## config.mk

```make
export PLATFORM = sky130hd
export DESIGN_NAME = byte_stream_fifo
export DESIGN_NICKNAME = d
export VERILOG_FILES = /design/src/rtl/byte_stream_pkg.sv /design/src/rtl/byte_stream_fifo_mem.sv /design/src/rtl/byte_stream_fifo.sv
export SDC_FILE = /design/constraint.sdc
export NUM_CORES = 1
export LEC_CHECK = 0
export ABC_AREA = 0
export ABC_CLOCK_PERIOD_IN_PS = 2750
export BUFFER_PORTS_ARGS = -buffer_cell sky130_fd_sc_hd__buf_4
export CORE_MARGIN = 2
export CORE_UTILIZATION = 58
export CTS_CLUSTER_SIZE = 30
export DETAILED_ROUTE_END_ITERATION = 6
export GPL_TIMING_DRIVEN = 0
export HOLD_SLACK_MARGIN = 0.15
export PLACE_DENSITY = 0.81
export REMOVE_ABC_BUFFERS = 1
export SYNTH_ARGS = -nofsm -noshare
export SYNTH_HDL_FRONTEND = slang
export SYNTH_HIERARCHICAL = 1
export SYNTH_SLANG_ARGS = --single-unit
```

## constraint.sdc

```tcl
create_clock -name clk -period 2.75 [get_ports clk]
set_clock_uncertainty 0.15 [all_clocks]
set_input_delay 0.4125 -clock clk [delete_from_list [all_inputs] [get_ports clk]]
set_output_delay 0.4125 -clock clk [all_outputs]
set_load 0.05 [all_outputs]
```

## src/rtl/byte_stream_pkg.sv

```systemverilog
// Shared definitions for the byte stream buffer that follows the 8-bit data
// register stage.
//   BYTE_W  : width of the upstream register / default FIFO data width
//   byte_t  : one byte of stream data
//   ptr_w() : pointer width for a given depth (address bits plus a wrap bit)
package byte_stream_pkg;

    localparam int BYTE_W = 8;

    typedef logic [BYTE_W-1:0] byte_t;

    function automatic int ptr_w(input int depth);
        return $clog2(depth) + 1;
    endfunction

endpackage

```

## src/rtl/byte_stream_fifo_mem.sv

```systemverilog
// DEPTH x WIDTH storage for byte_stream_fifo. One synchronous write port and
// one combinational read port. The array is deliberately not reset; validity
// of entries is tracked by the pointers in the parent.
//   clk   : write clock
//   we    : write enable, sampled on the rising edge
//   waddr : write address
//   wdata : write data
//   raddr : read address
//   rdata : combinational read data at raddr
module byte_stream_fifo_mem #(
    parameter int WIDTH = 8,
    parameter int DEPTH = 8,
    parameter int AW    = $clog2(DEPTH)
) (
    input  logic             clk,
    input  logic             we,
    input  logic [AW-1:0]    waddr,
    input  logic [WIDTH-1:0] wdata,
    input  logic [AW-1:0]    raddr,
    output logic [WIDTH-1:0] rdata
);

    logic [WIDTH-1:0] mem [DEPTH];

    always_ff @(posedge clk) begin
        if (we) begin
            mem[waddr] <= wdata;
        end
    end

    assign rdata = mem[raddr];

endmodule

```

## src/rtl/byte_stream_fifo.sv

```systemverilog
// First-word-fall-through FIFO buffering the q output of the 8-bit data
// register for a slower or back-pressured consumer.
//   clk      : single clock, rising edge
//   reset    : asynchronous active-low reset
//   wr_valid : producer offers wr_data
//   wr_data  : data from the upstream register
//   wr_ready : FIFO not full; a push happens when wr_valid & wr_ready
//   rd_valid : FIFO not empty; head entry on rd_data
//   rd_data  : head entry, 0 when empty
//   rd_ready : consumer takes the head when rd_valid & rd_ready
//   count    : occupancy 0..DEPTH
//   full     : count == DEPTH
//   empty    : count == 0
//   overflow : sticky, set when wr_valid is seen while full
//   clr_ovf  : synchronous clear of overflow (a same-edge set wins)
// DEPTH must be a power of two and at least 2.
module byte_stream_fifo
    import byte_stream_pkg::*;
#(
    parameter int WIDTH = BYTE_W,
    parameter int DEPTH = 8
) (
    input  logic                     clk,
    input  logic                     reset,
    input  logic                     wr_valid,
    input  logic [WIDTH-1:0]         wr_data,
    output logic                     wr_ready,
    output logic                     rd_valid,
    output logic [WIDTH-1:0]         rd_data,
    input  logic                     rd_ready,
    output logic [ptr_w(DEPTH)-1:0]  count,
    output logic                     full,
    output logic                     empty,
    output logic                     overflow,
    input  logic                     clr_ovf
);

    localparam int PW = ptr_w(DEPTH);
    localparam int AW = PW - 1;

    logic [PW-1:0]    wr_ptr;
    logic [PW-1:0]    rd_ptr;
    logic             push;
    logic             pop;
    logic [WIDTH-1:0] head;

    // Pointers carry one extra wrap bit so full and empty are distinguishable
    // when the address bits coincide.
    assign empty    = (wr_ptr == rd_ptr);
    assign full     = (wr_ptr[AW] != rd_ptr[AW]) &&
                      (wr_ptr[AW-1:0] == rd_ptr[AW-1:0]);
    assign count    = wr_ptr - rd_ptr;

    // Handshake outputs depend only on registered pointers, never on
    // wr_valid or rd_ready.
    assign wr_ready = ~full;
    assign rd_valid = ~empty;

    assign push     = wr_valid & wr_ready;
    assign pop      = rd_valid & rd_ready;

    assign rd_data  = empty ? '0 : head;

    byte_stream_fifo_mem #(
        .WIDTH (WIDTH),
        .DEPTH (DEPTH),
        .AW    (AW)
    ) u_mem (
        .clk   (clk),
        .we    (push),
        .waddr (wr_ptr[AW-1:0]),
        .wdata (wr_data),
        .raddr (rd_ptr[AW-1:0]),
        .rdata (head)
    );

    always_ff @(posedge clk or negedge reset) begin
        if (!reset) begin
            wr_ptr <= '0;
            rd_ptr <= '0;
        end else begin
            if (push) begin
                wr_ptr <= wr_ptr + PW'(1);
            end
            if (pop) begin
                rd_ptr <= rd_ptr + PW'(1);
            end
        end
    end

    // The dropped write has no side effect besides this flag.
    always_ff @(posedge clk or negedge reset) begin
        if (!reset) begin
            overflow <= 1'b0;
        end else if (wr_valid && full) begin
            overflow <= 1'b1;
        end else if (clr_ovf) begin
            overflow <= 1'b0;
        end
    end

endmodule

```

==> impl_metrics.yaml, run 1 <==
status:
  status: "finished, final reports clean"
global_route:
  grt_pass1_vias: 1749
  grt_start_max_net_pins: 19
  grt_util_all_layers: 0.2208
  grt_first_pass_wirelength_mm: 9.308
  antenna_found_initial: 0
  grt_overflow: 0
sta:
  hold_violations: 0
  slew_violations: 0
  worstMarginPinSlew_ns: 0.3988
  setup_viol: 0
  fmax_mhz: 369.6
  slew_headroom: 0.7341
  period_share: 0.9839
  setup_ws_ns: 0.04418
  period_needed_ns: 2.706
route:
  post_drt_via_cell_ratio: 5.617
  wl_mm: 6.158
  dr.max_layer_used: "met4"
  dr_wl_met2_mm: 3.171
  route.detailed.drc: 0
  drtAntennaViolNets: 0
  drt_iter0_markers: 92
  wl_per_cell_um: 20.53
  firstDrtPassIters: 4
  dr_wl_met3_um: 301
  wl_met1_mm: 2.465
  routed-via-count: 1685
place:
  port_buffers: 29
  place_ws_ns: -1.187
  place_congestion: 0.7386
  dpl-instance-area_sq_um: 3392
  post-dp-hpwl_mm: 3.302
clock_network:
  cts-root-buf: "clkbuf_8"
  clkLatencyLatePin_ns: 0.34
  cts_tree: "done"
  cts_made_buffers: 9
  cts_max_path_buffers: 2
  clock-sinks: 73
  cts_max_level: 3
  path_clk_slew_ns: 0.07
worst_setup_path:
  end_kind: "output pin"
  crit_fanout: 10
  critPathMaxStageDelay_ns: 0.58
  crit_required_ns: 2.19
  startpoint_type: "flip-flop"
  critPathArrivalTime_ns: 2.14
  cp_num_buf_inv: 2
  critical_path_class: "reg2out"
  worstPathCellList: "buf_12 > mux4_1 > mux2_2 > and2_1 > buf_4"
  reg2reg_slack_ns: 0.12
  slowest_stage: "mux4_1"
  crit_family: "multiplexers"
logic_synthesis:
  synth_cell_types: 32
  ys_ff_latch: 73
  yosysSeqAreaShare: 0.6834
  syn_area_sq_um: 3142
  async_flop_share: 0.1233
  synth_ff_type: "edfxtp_1"
  avgSynthCellArea_sq_um: 18.70
  synth-edff-count: 64
  syn_inst: 168
  ys_warn_count: 6
layout:
  final_nets: 245
  design_area_sq_um: 3971
  drive_gt1_frac: 0.3783
  fill_cells: 271
  antenna_cells: 0
  area_growth_syn_to_layout_pct: 26.40
die:
  die_area_sq_um: 6022
  initial_core_util: 0.6074
  core-area_sq_um: 5172
  dieWidth_um: 77.60
  die_y_um: 77.60
  io_pins: 30
  num_rows: 26
flow_run:
  cap_viol_max_count: 0
worst_hold_path:
  hold_class: "in2reg"
metal layers:
| metal | global-route usage | vias up |
|---|---|---|
| met4 | 0.1321 | 0 |
| met1 | 0.2759 | 843 |
| met5 | 0 | - |
| met3 | 0.04419 | 21 |
| met2 | 0.3586 | 53 |
| li1 | - | 768 |
cells in the mapped netlist (all sizes together) (2+ instances only):
cell     n  area (sq um)
nand2    3         13.77
and2     8         50.05
mux2     9         105.1
inv     11         41.29
xnor2    8         70.07
mux4    16         416.7
dfrtp    9         225.2
buf      5         51.29
nor3     2         10.01
ha       5         62.56
xor2     2         17.52
edfxtp  64          1922
nor2     8         30.03
nand3    5         30.03
nand2b   4         27.53
final cells by class:
type | instances | area, sq um | area share
Clock buffer | 9 | 123.9 | 0.03119
Inverter | 11 | 41.29 | 0.01040
Timing Repair Buffer | 53 | 523.0 | 0.1317
Multi-Input combinational cell | 78 | 978.4 | 0.2464
Sequential cell | 73 | 2157 | 0.5432
Clock inverter | 6 | 60.06 | 0.01512
Tap cell | 70 | 87.58 | 0.02205
worst reg2reg max path, stage by stage (launching register included):
cell and delay (ns):
dfrtp_4 0.50, buf_12 0.16, ha_1 0.30, nand3_1 0.09, nand2b_2 0.19, inv_1 0.08
nor2_2 0.24, nand2_2 0.21, nor3_4 0.26, buf_12 0.16
flip-flops by register name (all words and copies together), names as in the netlist:
name and cells:
overflow 1, u_mem/mem 64, wr_ptr 4, rd_ptr 4
layout by cell type, fill, tap and decap left out, types with 2 or more instances in the layout:
cell            n
clkbuf_8        9
mux2_2          8
xnor2_1         8
xor2_1          2
clkinv_2        3
dfrtp_4         2
buf_4          35
ha_1            5
and2_1          8
nand2_2         2
clkinvlp_4      2
nor3_4          2
dfrtp_2         2
buf_12          8
edfxtp_1       64
nand2b_1        2
mux4_1         15
nor2_4          6
nand3_1         4
dlygate4sd3_1  10
inv_1          11
dfrtp_1         5
through the flow:
step	hold WS [ns]	std cells	setup TNS [ns]	util
3_3_place_gp	0.09132	261	-42.48	0.6558
6_report	0.2069	300	0	0.7678
4_1_cts	0.1679	297	-0.06363	0.7591
3_5_place_dp	0.09526	261	-49.67	0.6558
5_1_grt	0.2188	300	-0.08296	0.7678
2_1_floorplan	-0.03309	162	-31.45	-
worst paths after layout:
check / start / to / depth (start not counted)
max in group asynchronous: reset / rd_ptr[0] / 2
hold / removal: wr_valid / wr_ptr[1] / 3
hold reg to reg: rd_ptr[3] / rd_ptr[3] / 1
setup / recovery: rd_ptr[0] / rd_data[0] / 5
min in group asynchronous: reset / overflow / 2
setup reg to reg: rd_ptr[0] / u_mem/mem[4][2] / 9
logic make-up (layout without fill, tap and decap cells):
logic type      count (synthesis)  in the layout  share of synthesized area
flops                          73             73                     0.6834
xor+xnor                       10             10                    0.02788
buf+inv                        17             79                    0.03066
fa+ha+maj                       6              6                    0.02628
compound gates                  4              4                   0.007566
simple gates                   33             33                    0.05815
mux                            25             25                     0.1661
repair_timing:
item | in CTS | in global routing
pin swaps | 5 | 0
endpoints found under the setup margin | 79 | 74
setup buffers | 11 | 3
hold buffers | 10 | 0
resized for setup | 21 | 7
hold endpoints to repair | 74 | 0
Power of run 1 is not shown: default switching activity piles up to over one toggle a cycle in this logic, so the estimate is an artifact.
==> run 2, diff against run 1 <==
- ABC_CLOCK_PERIOD_IN_PS: 2750 -> 2860
- clock period: 2.75 -> 2.86 ns (I/O delays scaled with it)
==> run 2 against run 1 <==
Via count decreased by 2.8%. Sequential cell count stayed put. Register-to-register slack better by 0.07 ns. Wire length down 5.9%. Clock-buffer cell count did not move. Setup slack improved by 0.020 ns. Global-route usage shrank 1.3 points. Final cell count is 4.0% lower. Highest routed layer unchanged.
==> impl_metrics.yaml, run 2 (synthesized netlist as in run 1, its figures left out) <==
global_route:
  grt_util_all_layers: 0.2081
  grt_pass1_vias: 1725
  grt_overflow: 0
  grt_first_pass_wirelength_mm: 8.776
  grt_start_max_net_pins: 21
  antenna_found_initial: 0
layout:
  final_cell_mix: "edfxtp_1, buf_4, mux4_1"
  top_register: "u_mem/mem"
  area_growth_syn_to_layout_pct: 20.23
  antenna_cells: 0
  final_common_cell: "edfxtp_1"
  design_area_sq_um: 3777
  final_nets: 233
  largest_register_ffs: 64
  reg.largest.list: "u_mem/mem: 64 flops, rd_ptr: 4 flops, wr_ptr: 4 flops"
  drive_gt1_frac: 0.3578
place:
  place_ws_ns: -1.077
  dpl-instance-area_sq_um: 3392
  port_buffers: 29
  place_congestion: 0.7386
  post-dp-hpwl_mm: 3.302
worst_setup_path:
  crit_family: "multiplexers"
  end_kind: "output pin"
  critical_path_class: "reg2out"
  slowest_stage: "dfrtp_4"
  crit_fanout: 20
  worstPathCellList: "mux4_1 > mux2_2 > and2_1 > buf_4"
  critPathMaxStageDelay_ns: 0.63
  critPathArrivalTime_ns: 2.22
  reg2reg_slack_ns: 0.19
  crit_required_ns: 2.28
  cp_num_buf_inv: 1
  rr_startpoint: "wr_ptr[0]"
  startpoint_type: "flip-flop"
  r2r-end: "u_mem/mem[2][2]"
  r2r_cells: 8
sta:
  hold_violations: 0
  fmax_mhz: 357.7
  setup_ws_ns: 0.06423
  slew_violations: 0
  period_share: 0.9775
  worstMarginPinSlew_ns: 0.3804
  tns_ns: 0
  period_needed_ns: 2.796
  holdWs_ns: 0.1641
  slew_headroom: 0.7464
  setup_viol: 0
die:
  initial_core_util: 0.6074
  die_y_um: 77.60
  dieWidth_um: 77.60
  io_pins: 30
  die_area_sq_um: 6022
  num_rows: 26
  core-area_sq_um: 5172
worst_hold_path:
  hp-start: "wr_data[3]"
  min_path_cells: 1
  hold-path-endpoint: "u_mem/mem[1][3]"
  hold_class: "in2reg"
clock_network:
  path_clk_slew_ns: 0.07
  clock-sinks: 73
  cts-root-buf: "clkbuf_8"
  cts_max_path_buffers: 2
  clkLatencyLatePin_ns: 0.34
  cts_max_level: 3
  cts_tree: "done"
  cts_made_buffers: 9
status:
  status: "finished, final reports clean"
route:
  wl_per_cell_um: 20.11
  routed-via-count: 1638
  drt_iter0_markers: 110
  firstDrtPassIters: 4
  wl_mm: 5.793
  post_drt_via_cell_ratio: 5.688
  drtAntennaViolNets: 0
  route.detailed.drc: 0
flow_run:
  cap_viol_max_count: 0
-- run 2: cell count changes in the layout (fill, tap and decap cells not counted) --
| cell | delta |
|---|---|
| buf_12 | -7 |
| buf_4 | -1 |
| dfrtp_1 | +1 |
| dfrtp_2 | -1 |
| dlygate4sd3_1 | -4 |
| nand2b_2 | +1 |
| nand2b_4 | -1 |
-- run 2: worst max path at each step --
| stage | startpoint | to | slack, ns | depth (start not counted) |
|---|---|---|---|---|
| after floorplan | rd_ptr[0] | u_mem/mem[0][0] | -0.55 | 7 |
| after global placement | rd_ptr[0] | u_mem/mem[0][4] | -0.87 | 7 |
| after detailed placement | rd_ptr[0] | u_mem/mem[0][5] | -1.08 | 7 |
| after CTS | rd_ptr[2] | u_mem/mem[1][5] | -0.14 | 8 |
| after global routing | rd_ptr[0] | rd_data[6] | -0.01 | 4 |
| final | rd_ptr[0] | rd_data[6] | 0.06 | 4 |
-- run 2: area by class of cell --
class,instances,area [sq um]
inverter,11,41.29
clock buffer,9,123.9
timing repair buffer,41,335.3
fill,295,1395
multi-input combinational,78,973.4
clock inverter,6,60.06
tap,70,87.58
sequential,73,2156
-- run 2: worst register-to-register path, delay by kind of cell, from the launching register on --
kind                     cells  cell delay (ns)
adder cells (fa/ha/maj)      1             0.34
buffers and inverters        2             0.23
AND/OR/NAND/NOR              5             1.07
flip-flops                   1             0.55
-- run 2: stage by stage --
step	cells	utilization
2_1_floorplan	162	-
3_3_place_gp	261	0.6558
3_5_place_dp	261	0.6558
4_1_cts	285	0.7221
5_1_grt	288	0.7303
6_report	288	0.7303
-- run 2: repair_timing --
action,CTS,global route
pin swaps,0,2
endpoints found under the hold margin,39,0
hold buffers,6,0
setup buffers,3,3
resized for setup,18,6
setup endpoints to repair,79,73
-- run 2: per-layer routing --
| layer | part of all wire | wire length (um) | vias to the layer above | GRT usage |
|---|---|---|---|---|
| li1 | - | - | 744 | - |
| met1 | 0.39 | 2269 | 811 | 0.2529 |
| met2 | 0.51 | 2983 | 62 | 0.3405 |
| met3 | 0.055 | 317 | 21 | 0.04070 |
| met4 | 0.038 | 222 | 0 | 0.1357 |
| met5 | 0 | 0 | - | 0 |
Power of run 2 is left out for the same reason.
==> run 3, diff against run 2 <==
- PLACE_DENSITY: 0.81 -> 0.78
- REMOVE_ABC_BUFFERS: 1 -> not set
==> run 3 against run 2 <==
Core utilization decreased by 0.17 points. Setup slack got worse by 0.0099 ns. Register-to-register slack got worse by 0.14 ns. First-iteration DRC count increased by 41%. Wire length increased by 0.78%. Hold slack improved by 0.010 ns. Global-route usage about the same. Clock-buffer cell count increased by 5. Final cell count increased by 1.0%. Via count increased by 0.92%. Sequential share of layout area about the same.
==> impl_metrics.yaml, run 3 (synthesized netlist as in run 1, its figures left out) <==
status:
  status: "finished, final reports clean"
sta:
  period_share: 0.9810
  fmax_mhz: 356.4
  worstMarginPinSlew_ns: 0.6169
  slew_headroom: 0.5887
  period_needed_ns: 2.806
  hold_violations: 0
  holdWs_ns: 0.1744
  rsz0062_at_grt: "yes"
  tns_ns: 0
  slew_violations: 0
  setup_viol: 0
clock_network:
  cts-root-buf: "clkbuf_8"
  clkLatencyLatePin_ns: 0.33
  cts_made_buffers: 9
  path_clk_slew_ns: 0.07
  cts_max_level: 3
  cts_max_path_buffers: 2
  clock-sinks: 73
  cts_tree: "done"
global_route:
  grt_util_all_layers: 0.2076
  grt_start_max_net_pins: 12
  grt_overflow: 0
  grt_pass1_vias: 1726
  antenna_found_initial: 0
  grt_first_pass_wirelength_mm: 8.797
place:
  port_buffers: 29
  post-dp-hpwl_mm: 3.748
  place_congestion: 0.7435
  dpl.cell_count: 267
worst_setup_path:
  slowest_stage: "dfrtp_1"
  startpoint_type: "flip-flop"
  cp_num_buf_inv: 1
  critPathArrivalTime_ns: 2.63
  critical_path_class: "reg2reg"
  r2r_cells: 7
  end_kind: "flip-flop"
  worstPathCellList: "ha_1 > nand3_1 > nand2b_2 > inv_1 > nor2_1 > nand2_1 > nor2_2"
  crit_required_ns: 2.68
  crit_cells: 7
  crit_fanout: 9
  critPathMaxStageDelay_ns: 0.60
  crit_family: "simple AND/OR/NAND/NOR gates"
layout:
  top_register: "u_mem/mem"
  multiInputGateArea_sq_um: 937.1
  fill_cells: 334
  final_nets: 235
  largest_register_ffs: 64
  ff_latch_area_sq_um: 2150
  instances_no_fill: 291
  reg.largest.list: "u_mem/mem: 64 flops, rd_ptr: 4 flops, wr_ptr: 4 flops"
  drive_gt1_frac: 0.3620
  final_cell_mix: "edfxtp_1, buf_4, mux4_1"
  antenna_cells: 0
  area_growth_syn_to_layout_pct: 19.95
  final_common_cell: "edfxtp_1"
route:
  post_drt_via_cell_ratio: 5.680
  drtAntennaViolNets: 0
  firstDrtPassIters: 4
  wl_mm: 5.838
  route.detailed.drc: 0
  wl_per_cell_um: 20.06
  drt_iter0_markers: 155
  routed-via-count: 1653
worst_hold_path:
  min_path_cells: 1
  hold_class: "in2reg"
die:
  core-area_sq_um: 5172
  num_rows: 26
  die_area_sq_um: 6022
  die_y_um: 77.60
  initial_core_util: 0.6074
  io_pins: 30
  dieWidth_um: 77.60
logic_synthesis:
  syn_nets: 187
flow_run:
  cap_viol_max_count: 0
==> run 3: cell types whose count changed in the layout (fill, tap and decap cells not counted), moves of 2 or more <==
cell           previous run  this run
dlygate4sd3_1             6         2
nor2_4                    6         1
dfrtp_4                   2         0
clkinvlp_4                2         0
clkbuf_8                  9        13
clkbuf_4                  0         2
nor2_2                    1         5
==> run 3: worst paths after layout <==
check / from / to / slack [ns]
hold / removal: wr_data[5] / u_mem/mem[0][5] / 0.17
max in group asynchronous: reset / rd_ptr[0] / 2.10
setup / recovery: wr_ptr[1] / u_mem/mem[6][6] / 0.05
hold reg to reg: rd_ptr[3] / rd_ptr[3] / 0.39
setup reg to reg: wr_ptr[1] / u_mem/mem[6][6] / 0.05
min in group asynchronous: reset / wr_ptr[0] / 0.31
==> run 3: cell type report <==
| cell class | instances | area share |
|---|---|---|
| sequential | 73 | 0.5704 |
| multi-input combinational | 78 | 0.2487 |
| timing repair buffer | 37 | 0.07835 |
| clock buffer | 14 | 0.04847 |
| tap | 70 | 0.02324 |
| buffer | 6 | 0.01726 |
| inverter | 11 | 0.01096 |
| clock inverter | 2 | 0.002656 |
==> run 3: worst reg2reg max path, cell delays in order (launching register included) <==
cell and delay [ns]:
dfrtp_1 0.60, ha_1 0.33, nand3_1 0.11, nand2b_2 0.18, inv_1 0.07, nor2_1 0.23, nand2_1 0.25, nor2_2 0.53
==> run 3: repair_timing <==
item	in CTS	in global routing
endpoints found under the hold margin	10	0
resized for setup	7	12
buffers inserted	1	5
pin swaps	0	1
setup endpoints to repair	72	72
hold buffers	2	0
==> run 3: per-layer routing <==
layer	share of wire	GRT usage	wire [um]
met1	0.40	0.2379	2317
met3	0.032	0.03953	185
met5	0	0	0
met4	0.020	0.1089	116
met2	0.55	0.3681	3219
==> run 3: through the flow <==
stage | area, sq um | utilization | worst slack, ns
2_1_floorplan | 3142 | - | -0.2124
3_3_place_gp | 3447 | 0.6664 | -0.3108
3_5_place_dp | 3447 | 0.6664 | -0.4755
4_1_cts | 3691 | 0.7136 | -0.1479
5_1_grt | 3769 | 0.7286 | -0.1164
6_report | 3769 | 0.7286 | 0.05437
Power of run 3 is left out for the same reason.
